### src/rtl/instruction_fetch_pkg.sv
// Shared fetch/decode constants: opcodes, default widths, nop word and the fetch state type.
// Decode and execute import the same package so opcode values stay in one place.
package instruction_fetch_pkg;

  localparam logic [5:0]  OP_J       = 6'b000010;
  localparam logic [5:0]  OP_BGT     = 6'b000111;
  localparam logic [5:0]  OP_NOP     = 6'b000000;
  localparam int          ADDR_W_DEF = 7;
  localparam int          DATA_W_DEF = 32;
  localparam logic [31:0] NOP_WORD   = 32'h0000_0000;

  typedef enum logic {
    RUN  = 1'b0,
    HALT = 1'b1
  } fetch_state_t;

endpackage

### src/rtl/instruction_fetch_ifid_reg.sv
// IF/ID pipeline register: instruction, its PC and a valid bit, with hold and flush.
// Flush outranks hold so a redirect can squash a stalled slot.
module ifid_reg
  import instruction_fetch_pkg::*;
#(
  parameter int ADDR_W = ADDR_W_DEF,
  parameter int DATA_W = DATA_W_DEF
) (
  input  logic              clk,
  input  logic              reset,
  input  logic              hold,
  input  logic              flush,
  input  logic [DATA_W-1:0] load_instr,
  input  logic [ADDR_W-1:0] load_pc,
  output logic [DATA_W-1:0] instr,
  output logic [ADDR_W-1:0] pc,
  output logic              valid
);

  // A flushed slot becomes a nop bubble; its pc field is left as-is since nothing reads it.
  always_ff @(posedge clk or posedge reset) begin
    if (reset) begin
      instr <= '0;
      pc    <= '0;
      valid <= 1'b0;
    end else if (flush) begin
      instr <= '0;
      valid <= 1'b0;
    end else if (!hold) begin
      instr <= load_instr;
      pc    <= load_pc;
      valid <= 1'b1;
    end
  end

endmodule

### src/rtl/instruction_fetch.sv
// Fetch stage: PC register, next-PC mux (redirect / stall / local j / pc+1) and IF/ID register.
// Optional HALT_DETECT_EN: a fetched jump-to-self parks the stage in HALT until reset.
module instruction_fetch
  import instruction_fetch_pkg::*;
#(
  parameter int                ADDR_W   = ADDR_W_DEF,
  parameter int                DATA_W   = DATA_W_DEF,
  parameter logic [ADDR_W-1:0] RESET_PC = '0
) (
  input  logic              clk,
  input  logic              reset,
  input  logic              stall,
  input  logic              branch_taken,
  input  logic [ADDR_W-1:0] branch_target,
  output logic [ADDR_W-1:0] imem_addr,
  input  logic [DATA_W-1:0] imem_instr,
  output logic [DATA_W-1:0] if_instr,
  output logic [ADDR_W-1:0] if_pc,
  output logic              if_valid,
  output logic              halted
);

  localparam logic [ADDR_W-1:0] PC_ONE = 1;

  logic [ADDR_W-1:0] pc;
  logic [ADDR_W-1:0] pc_next;
  logic [ADDR_W-1:0] jump_target;
  logic              is_jump;
  logic              hold;
  logic              flush;
  logic              in_halt;

  assign imem_addr   = pc;
  assign is_jump     = (imem_instr[DATA_W-1:DATA_W-6] == OP_J);
  assign jump_target = imem_instr[ADDR_W-1:0];

`ifdef HALT_DETECT_EN
  fetch_state_t state_q;
  fetch_state_t state_d;

  always_ff @(posedge clk or posedge reset) begin
    if (reset) state_q <= RUN;
    else       state_q <= state_d;
  end

  // Halt only on a jump that would actually be taken this edge (no redirect, no stall).
  always_comb begin
    state_d = state_q;
    if (state_q == RUN && !branch_taken && !stall && is_jump && jump_target == pc)
      state_d = HALT;
  end

  assign in_halt = (state_q == HALT);
`else
  assign in_halt = 1'b0;
`endif

  assign halted = in_halt;

  // Priority: halted park, redirect, stall, local jump, sequential.
  always_comb begin
    pc_next = pc;
    hold    = 1'b0;
    flush   = 1'b0;
    if (in_halt) begin
      flush = 1'b1;
    end else if (branch_taken) begin
      pc_next = branch_target;
      flush   = 1'b1;
    end else if (stall) begin
      hold = 1'b1;
    end else if (is_jump) begin
      pc_next = jump_target;
    end else begin
      pc_next = pc + PC_ONE;
    end
  end

  always_ff @(posedge clk or posedge reset) begin
    if (reset) pc <= RESET_PC;
    else       pc <= pc_next;
  end

  ifid_reg #(
    .ADDR_W(ADDR_W),
    .DATA_W(DATA_W)
  ) u_ifid (
    .clk        (clk),
    .reset      (reset),
    .hold       (hold),
    .flush      (flush),
    .load_instr (imem_instr),
    .load_pc    (pc),
    .instr      (if_instr),
    .pc         (if_pc),
    .valid      (if_valid)
  );

endmodule

### config.mk
export PLATFORM = sky130hd
export DESIGN_NAME = instruction_fetch
export DESIGN_NICKNAME = d
export VERILOG_FILES = /design/src/rtl/instruction_fetch_pkg.sv /design/src/rtl/instruction_fetch_ifid_reg.sv /design/src/rtl/instruction_fetch.sv
export SDC_FILE = /design/constraint.sdc
export NUM_CORES = 1
export LEC_CHECK = 0
export CAP_MARGIN = 15
export CORE_MARGIN = 2
export CORE_UTILIZATION = 46
export CTS_BUF_LIST = sky130_fd_sc_hd__clkbuf_16
export DETAILED_ROUTE_END_ITERATION = 6
export GPL_ROUTABILITY_DRIVEN = 0
export GPL_TIMING_DRIVEN = 0
export PLACE_DENSITY = 0.82
export SLEW_MARGIN = 0
export SYNTH_ARGS = -nofsm -noshare
export SYNTH_HDL_FRONTEND = slang
export SYNTH_HIERARCHICAL = 1
export SYNTH_SLANG_ARGS = --single-unit
### constraint.sdc
create_clock -name clk -period 3.1 [get_ports clk]
set_input_delay 0.62 -clock clk [delete_from_list [all_inputs] [get_ports clk]]
set_output_delay 0.62 -clock clk [all_outputs]
set_load 0.02 [all_outputs]
### After elaboration in Yosys (flattened, before gate mapping)

Index checks and enable logic that the tools add are counted.

* word-level logic and storage cells: 21
* output and inout port bits: 48
* bits in registers: 47

* bitwise operators: 2
* mux-type cells: 10
* eq/ne operators: 3
* reduce and logical (&&, ||, !) cells: 1
* add/sub/neg operators: 1

Operator list (count)
* 2-to-1 mux 32 bit: 2
* 2-to-1 mux 7 bit: 3
* adder 7 x 1 -> 7 bit, second input constant: 1
* == test 6 x 2 -> 1 bit, second input constant: 1
* 2-to-1 mux 1 bit: 5
* != test 2 x 1 -> 1 bit, second input constant: 1
* != test 2 bit, second input constant: 1
* inverter 1 bit: 2
* AND reduction 2 bit: 1

### Longest topological paths before layout

Gate-level depths: netlist of the first run.

* word-level depth: 4
* mapped depth: 7
* depth with buffers taken out: 5

### By module

The synthesis of the first run kept the hierarchy.

By module, submodules not included
* ifid_reg: times used 1, cells each 123, area an instance 1674.1 sq um, sequential area each 1001.0 sq um
* instruction_fetch: times used 1, cells each 68, area an instance 560.5 sq um, sequential area each 175.2 sq um

### Worst setup path after synthesis of the first run

Ideal clock, no wire load.

* path kind: input port to flip-flop
* from: input port branch_taken
* to: register u_ifid.pc[0]
* arrival: 1827 ps
* required time: 2975 ps
* cell stages on the path: 6
* slack: 1148 ps
* cells stage by stage: clkbuf_1 -> clkbuf_1 -> nor2b_1 -> buf_6 -> nor2_8 -> mux2_4

* cells in the longest elaborated chain, start to end: 3
* elaborated cells on any way between the ends: 5

RTL lines
* start: declaration: RTL line instruction_fetch.sv:13 `input logic branch_taken,`
* 2-to-1 mux 1 bit: RTL line instruction_fetch.sv:67 `end else if (branch_taken) begin`
* named net hold: RTL line instruction_fetch.sv:29 `logic hold;`
* inverter 1 bit (no line)
* AND reduction 2 bit (no line)
* end signal: assignment: RTL line instruction_fetch_ifid_reg.sv:31 `pc <= load_pc;`
* end: declaration: RTL line instruction_fetch_ifid_reg.sv:16 `output logic [ADDR_W-1:0] pc,`

The timed path passes the listed nets, and every way through them passes these cells.
A chain may end at the register's enable or synchronous reset.

### Worst setup path after layout of the first run

* from: register pc[0] (netlist: imem_addr[0])
* to: output port imem_addr[0]

RTL lines
* start: declaration: RTL line instruction_fetch.sv:25 `logic [ADDR_W-1:0] pc;`
* start signal: assignment: RTL line instruction_fetch.sv:81 `else pc <= pc_next;`
* end: declaration: RTL line instruction_fetch.sv:15 `output logic [ADDR_W-1:0] imem_addr,`

No word-level cell between the ends.

==> qor.tcl, run 1 <==
set qor(max-cap-violations) 0
set qor(standard_cell_core_area_um2) 4690
set qor(p_leak_nw) 1.47
set qor(rows) 25
set qor(slew_headroom_pct) 43.3
set qor(dp.final_hpwl_um) 3700
set qor(finish.instance_area_um2) 3330
set qor(yosysTopAreaCell) {sky130_fd_sc_hd__dfrtp_1}
set qor(final_common_cell) {sky130_fd_sc_hd__clkdlybuf4s50_1}
set qor(number_of_antenna_violations_at_the_first_check_in_global_routing) 0
set qor(worst_r2r_startpoint) {imem_addr[0]$_DFFE_PP0N_}
set qor(postSynthNetCount) 235
set qor(clock_tree.root_cell) {sky130_fd_sc_hd__clkbuf_16}
set qor(power-per-cell-area_nw_per_um2) 512
set qor(die_w_um) 73.7
set qor(postCtsHoldBufs) 0
set qor(synth.area.top_cells) {sky130_fd_sc_hd__dfrtp_1, sky130_fd_sc_hd__mux2i_1, sky130_fd_sc_hd__nor2_1, sky130_fd_sc_hd__mux2_4, sky130_fd_sc_hd__buf_12}
set qor(compound_gate_fraction_of_synth_area_pct) 4.48
set qor(grt_max_degree) 41
set qor(max_freq_ghz) 0.467
set qor(cts.repair.resized) 0
set qor(detailed_place.area_um2) 3170
set qor(critPathCaptureType) {output port}
set qor(yosys.area_share.xor_xnor_pct) 1.18
set qor(final.period_utilization_pct) 69.1
set qor(synth.mux.area_fraction_pct) 20.8
set qor(numCtsBuffers) 5
set qor(drv_slew) 0
set qor(timing.critical_path.buf_inv) 1
set qor(crit_fanout) 7
set qor(postSynthCellCount) 191
set qor(htree_num_levels) 2
set qor(globalRouteMet2Util_pct) 30.7
set qor(num-fill-cells) 376
set qor(wl_um) 5150
set qor(synthDominantCellAreaShare_pct) 52.6
set qor(synthesis.yosys.warnings) 6
set qor(detailedRoute.firstPassIterationCount) 4
set qor(reg2reg_depth) 5
set qor(cell_chain_critical_path) {clkdlybuf4s50_1}
set qor(layout-drive-gt1-share_pct) 9.12
set qor(post_synth_and_or_nand_nor_area_fraction_pct) 14.1
set qor(crit_arrival_ns) 1.52
set qor(clk_transition_reported_paths_ns) 0.06
set qor(busiest_layer) {met2}
set qor(status) {finished, final reports clean}
set qor(grt_met1_use_pct) 26.2
set qor(vias_per_cell) 5.12
set qor(criticalPathCategory) {reg -> out}
set qor(die_h_um) 73.7
set qor(area.sequential_um2) 1180
set qor(setup-tns-final_ns) 0
set qor(diodes) 0
set qor(remaining_drc_errors) 0
set qor(timing.final.setup_violations) 0
set qor(syn_area_per_cell_um2) 11.7
set qor(wl_per_cell_um) 15.2
set qor(timing.critical_path.slowest_stage_cell) {sky130_fd_sc_hd__clkdlybuf4s50_1}
set qor(num_vias) 1737
set qor(layout_min_cycle_time_ns) 2.14
set qor(cts_num_sinks) 47
set qor(global_route_wire_length_before_repair_um) 8050
set qor(hold_class) {reg -> reg}
set qor(cts_setup_buffers) 0
set qor(postLayoutCoreUtil_pct) 71.0
set qor(timing.critical_path.max_delay_family) {buffers and inverters}
set qor(ir_drop_uv) 363
set qor(worst_hold_path.endpoint) {u_ifid/pc[0]$_DFFE_PP0P_}
set qor(post_synth_fa_ha_maj_area_fraction_pct) 0.560
set qor(synth.ff_latch_count) 47
set qor(combined_area_of_the_multi_input_logic_cells_um2) 922
set qor(synth_area_um2) 2230
set qor(setup_repair_after_global_routing_missed_its_margin) {no}
set qor(clkLatencyLatePin_ns) 0.28
set qor(crit_path_max_incr_delay_ns) 0.68
set qor(clk_path_buf_depth) 2
set qor(grt_overflow) 0
set qor(num-nets-final) 329
set qor(vias_in_the_first_global_route) 1710
set qor(total_power_mw) 1.71
set qor(regToRegEndpoint) {imem_addr[6]$_DFFE_PP0N_}
set qor(synthDistinctLibCells) 32
set qor(worst_setup_path_start_kind) {register}
set qor(track_usage_pct) 19.5
set qor(final.setup_skew_ns) 0.00273
set qor(areaGrowthSynthToFinish_pct) 49.1
set qor(global_route.usage.met3_pct) 3.84
set qor(worst_hold_path.num_cells) 1
set qor(seq_area_frac_synth_pct) 52.6
set qor(cts_tree) {done}
set qor(layout_common_cells) {sky130_fd_sc_hd__clkdlybuf4s50_1, sky130_fd_sc_hd__dfrtp_1, sky130_fd_sc_hd__nor2_1}
set qor(finalHoldViolCount) 0
set qor(largest_family_of_logic_cells_by_synthesized_area) {multiplexers}
set qor(initial_standard_cell_utilization_of_the_core_pct) 47.6
set qor(io-pin-count) 91
set qor(tightest_slew_ns) 0.850
set qor(critical_path_required_ns) 2.48
set qor(final_antenna_net_count) 0
set qor(portBuffers) 87
set qor(detail_route.iter0.violations) 58
set qor(setup.reg_to_reg.worst_slack_ns) 1.40
set qor(die_ar_um2) 5430
set qor(critical_path_cell_count) 1
set qor(worstHoldStart) {u_ifid/pc[0]$_DFFE_PP0P_}
## cell usage after synthesis (all sizes together)
| library cell | count |
|---|---|
| xnor2 | 2 |
| o31ai | 2 |
| nor2b | 1 |
| a21oi | 5 |
| nand3 | 4 |
| buf | 7 |
| mux2 | 7 |
| or3 | 2 |
| ha | 1 |
| inv | 5 |
| o21ai | 5 |
| nand2 | 11 |
| nor3 | 1 |
| mux2i | 36 |
| o221ai | 2 |
| o311ai | 1 |
| clkbuf | 6 |
| and3 | 2 |
| a41oi | 1 |
| or2 | 1 |
| conb | 1 |
| xor2 | 1 |
| nor4 | 1 |
| dfrtp | 47 |
| nor2 | 39 |
## kinds of logic (layout without fill, tap and decap cells)
family,count (synthesis),after routing
AND/OR/NAND/NOR,62,62
flip-flops,47,47
multiplexers,43,43
buffers and inverters,18,112
AO/OA/AOI/OAI,16,16
XOR/XNOR,3,3
adder cells (fa/ha/maj),1,1
other,1,1
## through the flow
stage	hold WS, ns	setup WS [ns]	instances
detailed placement	0.499	0.847	332
finish	0.509	0.959	339
global route	0.531	0.910	339
global placement	0.495	0.623	332
CTS	0.516	0.948	339
floorplan	0.423	1.15	191
## worst max-delay path by stage
stage	from	end	slack (ns)
3_5_place_dp	branch_taken	u_ifid/pc[2]$_DFFE_PP0P_	0.85
5_1_grt	imem_addr[0]$_DFFE_PP0N_	imem_addr[0]	0.91
2_1_floorplan	branch_taken	u_ifid/pc[0]$_DFFE_PP0P_	1.15
4_1_cts	imem_addr[0]$_DFFE_PP0N_	imem_addr[0]	0.95
3_3_place_gp	reset	u_ifid/instr[18]$_DFFE_PP0P_	0.62
6_report	imem_addr[0]$_DFFE_PP0N_	imem_addr[0]	0.96
## power by group
part,leakage [nW],internal [mW],switching [mW]
clock network,0.0811,0.373,0.208
registers,0.600,0.668,0.0465
logic,0.791,0.222,0.189
total,1.47,1.26,0.444
## registers in the layout (all words and copies together) (netlist names)
| signal | count |
|---|---|
| u_ifid/instr | 32 |
| imem_addr | 7 |
| u_ifid/pc | 7 |
| u_ifid/valid | 1 |
## layer usage
layer	routed length [µm]	share of wire, %
met2	2390	46
met1	2260	44
met4	112	2.2
met5	0	0
met3	384	7.5
## final cells by class
class / instances / share of cell area (%)
buffer: 13 / 3.53
clock buffer: 5 / 3.76
timing repair buffer: 87 / 26.1
sequential: 47 / 35.3
multi-input combinational: 126 / 27.7
inverter: 5 / 0.563
tap: 54 / 2.03
clock inverter: 2 / 1.01
No activity file was read; power rests on OpenSTA's default activity.
==> inputs of run 2 (changes only) <==
CORE_UTILIZATION = 43   (was 46)
PLACE_DENSITY = 0.77   (was 0.82)
clock period = 2 ns   (was 3.1 ns; I/O delays follow)
==> qor.tcl, run 2 (synthesis gave the netlist of run 1 again) <==
set qor(worst_r2r_startpoint) {imem_addr[0]$_DFFE_PP0N_} ;# unchanged
set qor(htree_num_levels) 2 ;# unchanged
set qor(max_freq_ghz) 0.518
set qor(number_of_antenna_violations_at_the_first_check_in_global_routing) 0 ;# unchanged
set qor(grt_overflow) 0 ;# unchanged
set qor(final.period_utilization_pct) 96.6
set qor(standard_cell_core_area_um2) 5070 ;# was 4690 µm²
set qor(critPathCaptureType) {output port} ;# unchanged
set qor(max-cap-violations) 0 ;# unchanged
set qor(worstHoldStart) {branch_taken} ;# was u_ifid/pc[0]$_DFFE_PP0P_
set qor(areaGrowthSynthToFinish_pct) 49.0 ;# was 49.1%
set qor(setup_repair_after_global_routing_missed_its_margin) {no} ;# unchanged
set qor(detailed_place.area_um2) 3190 ;# was 3170 µm²
set qor(layout_common_cells) {sky130_fd_sc_hd__clkdlybuf4s50_1, sky130_fd_sc_hd__dfrtp_1, sky130_fd_sc_hd__nor2_1} ;# unchanged
set qor(slew_headroom_pct) 44.6 ;# was 43.3%
set qor(cts.repair.resized) 0 ;# unchanged
set qor(layout_min_cycle_time_ns) 1.93
set qor(worst_hold_path.endpoint) {u_ifid/valid$_DFFE_PP0P_} ;# was u_ifid/pc[0]$_DFFE_PP0P_
set qor(dp.final_hpwl_um) 3780 ;# was 3700 µm
set qor(postLayoutCoreUtil_pct) 65.6 ;# was 71.0%
set qor(critical_path_cell_count) 1 ;# unchanged
set qor(clkLatencyLatePin_ns) 0.28 ;# about the same
set qor(finish.instance_area_um2) 3330 ;# about the same
set qor(sw_pwr_mw) 0.694 ;# was 0.444 mW
set qor(clk_path_buf_depth) 2 ;# unchanged
set qor(vias_in_the_first_global_route) 1753 ;# was 1710
set qor(p_leak_nw) 1.47 ;# about the same
set qor(final.setup_skew_ns) 0.00368 ;# was 0.00273 ns
set qor(status) {finished, final reports clean} ;# unchanged
set qor(share_clk_of_total_power_pct) 30.9 ;# was 34.0%
set qor(grt_max_degree) 41 ;# unchanged
set qor(cts_setup_buffers) 0 ;# unchanged
set qor(criticalPathCategory) {reg -> out} ;# unchanged
set qor(swShare_pct) 27.5 ;# was 26.0%
set qor(postCtsHoldBufs) 0 ;# unchanged
set qor(timing.critical_path.buf_inv) 1 ;# unchanged
set qor(global_route_wire_length_before_repair_um) 8740 ;# was 8050 µm
set qor(wl_um) 5220 ;# was 5150 µm
set qor(final_antenna_net_count) 0 ;# unchanged
set qor(timing.critical_path.slowest_stage_cell) {sky130_fd_sc_hd__clkdlybuf4s50_1} ;# unchanged
set qor(initial_standard_cell_utilization_of_the_core_pct) 44.0 ;# was 47.6%
set qor(track_usage_pct) 18.8 ;# was 19.5%
set qor(layout-drive-gt1-share_pct) 9.09 ;# was 9.12%
set qor(drv_slew) 0 ;# unchanged
set qor(rows) 26 ;# was 25
set qor(timing.final.setup_violations) 0 ;# unchanged
set qor(cell_chain_critical_path) {clkdlybuf4s50_1} ;# unchanged
set qor(die_ar_um2) 5790 ;# was 5430 µm²
set qor(worst_hold_path.num_cells) 2 ;# was 1
set qor(largest_register_ffs) 32 ;# unchanged
set qor(crit_fanout) 7 ;# unchanged
set qor(pwr-share-seq_pct) 43.9 ;# was 41.9%
set qor(timing.critical_path.max_delay_family) {buffers and inverters} ;# unchanged
set qor(numCtsBuffers) 5 ;# unchanged
set qor(hold_class) {in -> reg} ;# was reg -> reg
set qor(crit_arrival_ns) 1.53 ;# was 1.52 ns
set qor(regToRegEndpoint) {imem_addr[6]$_DFFE_PP0N_} ;# unchanged
set qor(die_w_um) 76.1 ;# was 73.7 µm
set qor(ir_drop_uv) 367 ;# was 363 µV
set qor(clk_transition_reported_paths_ns) 0.06 ;# about the same
set qor(reg2reg_depth) 5 ;# unchanged
set qor(io-pin-count) 91 ;# unchanged
set qor(final_common_cell) {sky130_fd_sc_hd__clkdlybuf4s50_1} ;# unchanged
set qor(combinational_group_share_of_total_power_pct) 25.2 ;# was 24.1%
set qor(wl_per_cell_um) 14.7 ;# was 15.2 µm
set qor(worst_setup_path_start_kind) {register} ;# unchanged
set qor(detail_route.iter0.violations) 103 ;# was 58
set qor(detailedRoute.firstPassIterationCount) 4 ;# unchanged
set qor(finalHoldViolCount) 0 ;# unchanged
set qor(setup.reg_to_reg.worst_slack_ns) 0.26 ;# was 1.40 ns
set qor(cts_tree) {done} ;# unchanged
set qor(critical_path_required_ns) 1.60 ;# was 2.48 ns
set qor(diodes) 0 ;# unchanged
set qor(power.internal_mw) 1.83 ;# was 1.26 mW
set qor(portBuffers) 87 ;# unchanged
set qor(num-nets-final) 329 ;# unchanged
set qor(num_vias) 1741 ;# was 1737
set qor(total_power_mw) 2.53 ;# was 1.71 mW
set qor(top_register) {u_ifid/instr} ;# unchanged
set qor(power-per-cell-area_nw_per_um2) 758 ;# was 512 nW/µm²
set qor(clock_tree.root_cell) {sky130_fd_sc_hd__clkbuf_16} ;# unchanged
set qor(remaining_drc_errors) 0 ;# unchanged
set qor(die_h_um) 76.1 ;# was 73.7 µm
set qor(crit_path_max_incr_delay_ns) 0.69 ;# was 0.68 ns
set qor(cts_num_sinks) 47 ;# unchanged
set qor(tightest_slew_ns) 0.830 ;# was 0.850 ns
set qor(vias_per_cell) 4.89 ;# was 5.12
==> run 2: cell count changes in the layout (fill, tap and decap cells not counted) <==
| cell | delta |
|---|---|
| sky130_fd_sc_hd__bufinv_16 | -1 |
| sky130_fd_sc_hd__clkinv_2 | +1 |
| sky130_fd_sc_hd__inv_1 | +1 |
==> run 2: metal layers <==
layer | part of all wire, % | global-route usage (%)
met5 | 0 | 0
met4 | 1.3 | 7.45
met3 | 6.1 | 3.91
met2 | 49 | 30.2
met1 | 44 | 25.0
==> run 2: worst max-delay path by stage <==
stage,startpoint,endpoint,slack (ns)
after floorplan,branch_taken,u_ifid/pc[0]$_DFFE_PP0P_,0.27
after global placement,reset,u_ifid/instr[12]$_DFFE_PP0P_,-0.22
after detailed placement,imem_instr[31],imem_addr[6]$_DFFE_PP0N_,-0.04
after CTS,imem_addr[0]$_DFFE_PP0N_,imem_addr[0],0.06
after global routing,imem_addr[0]$_DFFE_PP0N_,imem_addr[0],0.03
final,imem_addr[0]$_DFFE_PP0N_,imem_addr[0],0.07
==> run 2: area by class of cell <==
cell class	instances	area, µm²
Tap cell	70	87.6
Multi-Input combinational cell	126	922
Timing Repair Buffer	87	871
Clock inverter	3	12.5
Clock buffer	5	125
Buffer	13	118
Inverter	5	18.8
Sequential cell	47	1180
Fill cell	417	1740
==> run 2: metrics by stage <==
stage          TNS, ns  instances  setup WS, ns  hold WS [ns]
6_report             0        356        0.0688         0.321
5_1_grt              0        356        0.0265         0.321
4_1_cts              0        356        0.0613         0.315
3_5_place_dp   -0.0746        348       -0.0406         0.505
3_3_place_gp     -9.00        348        -0.225         0.498
2_1_floorplan        0        191         0.268         0.203
==> run 2: power groups by stage <==
stage	registers (mW)	clock network, mW	logic [mW]
after detailed placement	1.13	0	0.639
after CTS	1.11	0.800	0.643
final	1.11	0.780	0.636
after global placement	1.12	0	0.632
after global routing	1.12	0.825	0.679
after floorplan	1.22	0	0.230
==> inputs of run 3 (changes only) <==
CTS_CLUSTER_DIAMETER = 150   (was unset)
==> results of run 3 <==
No change in the layout: final DEF, timing and power equal those of run 2.
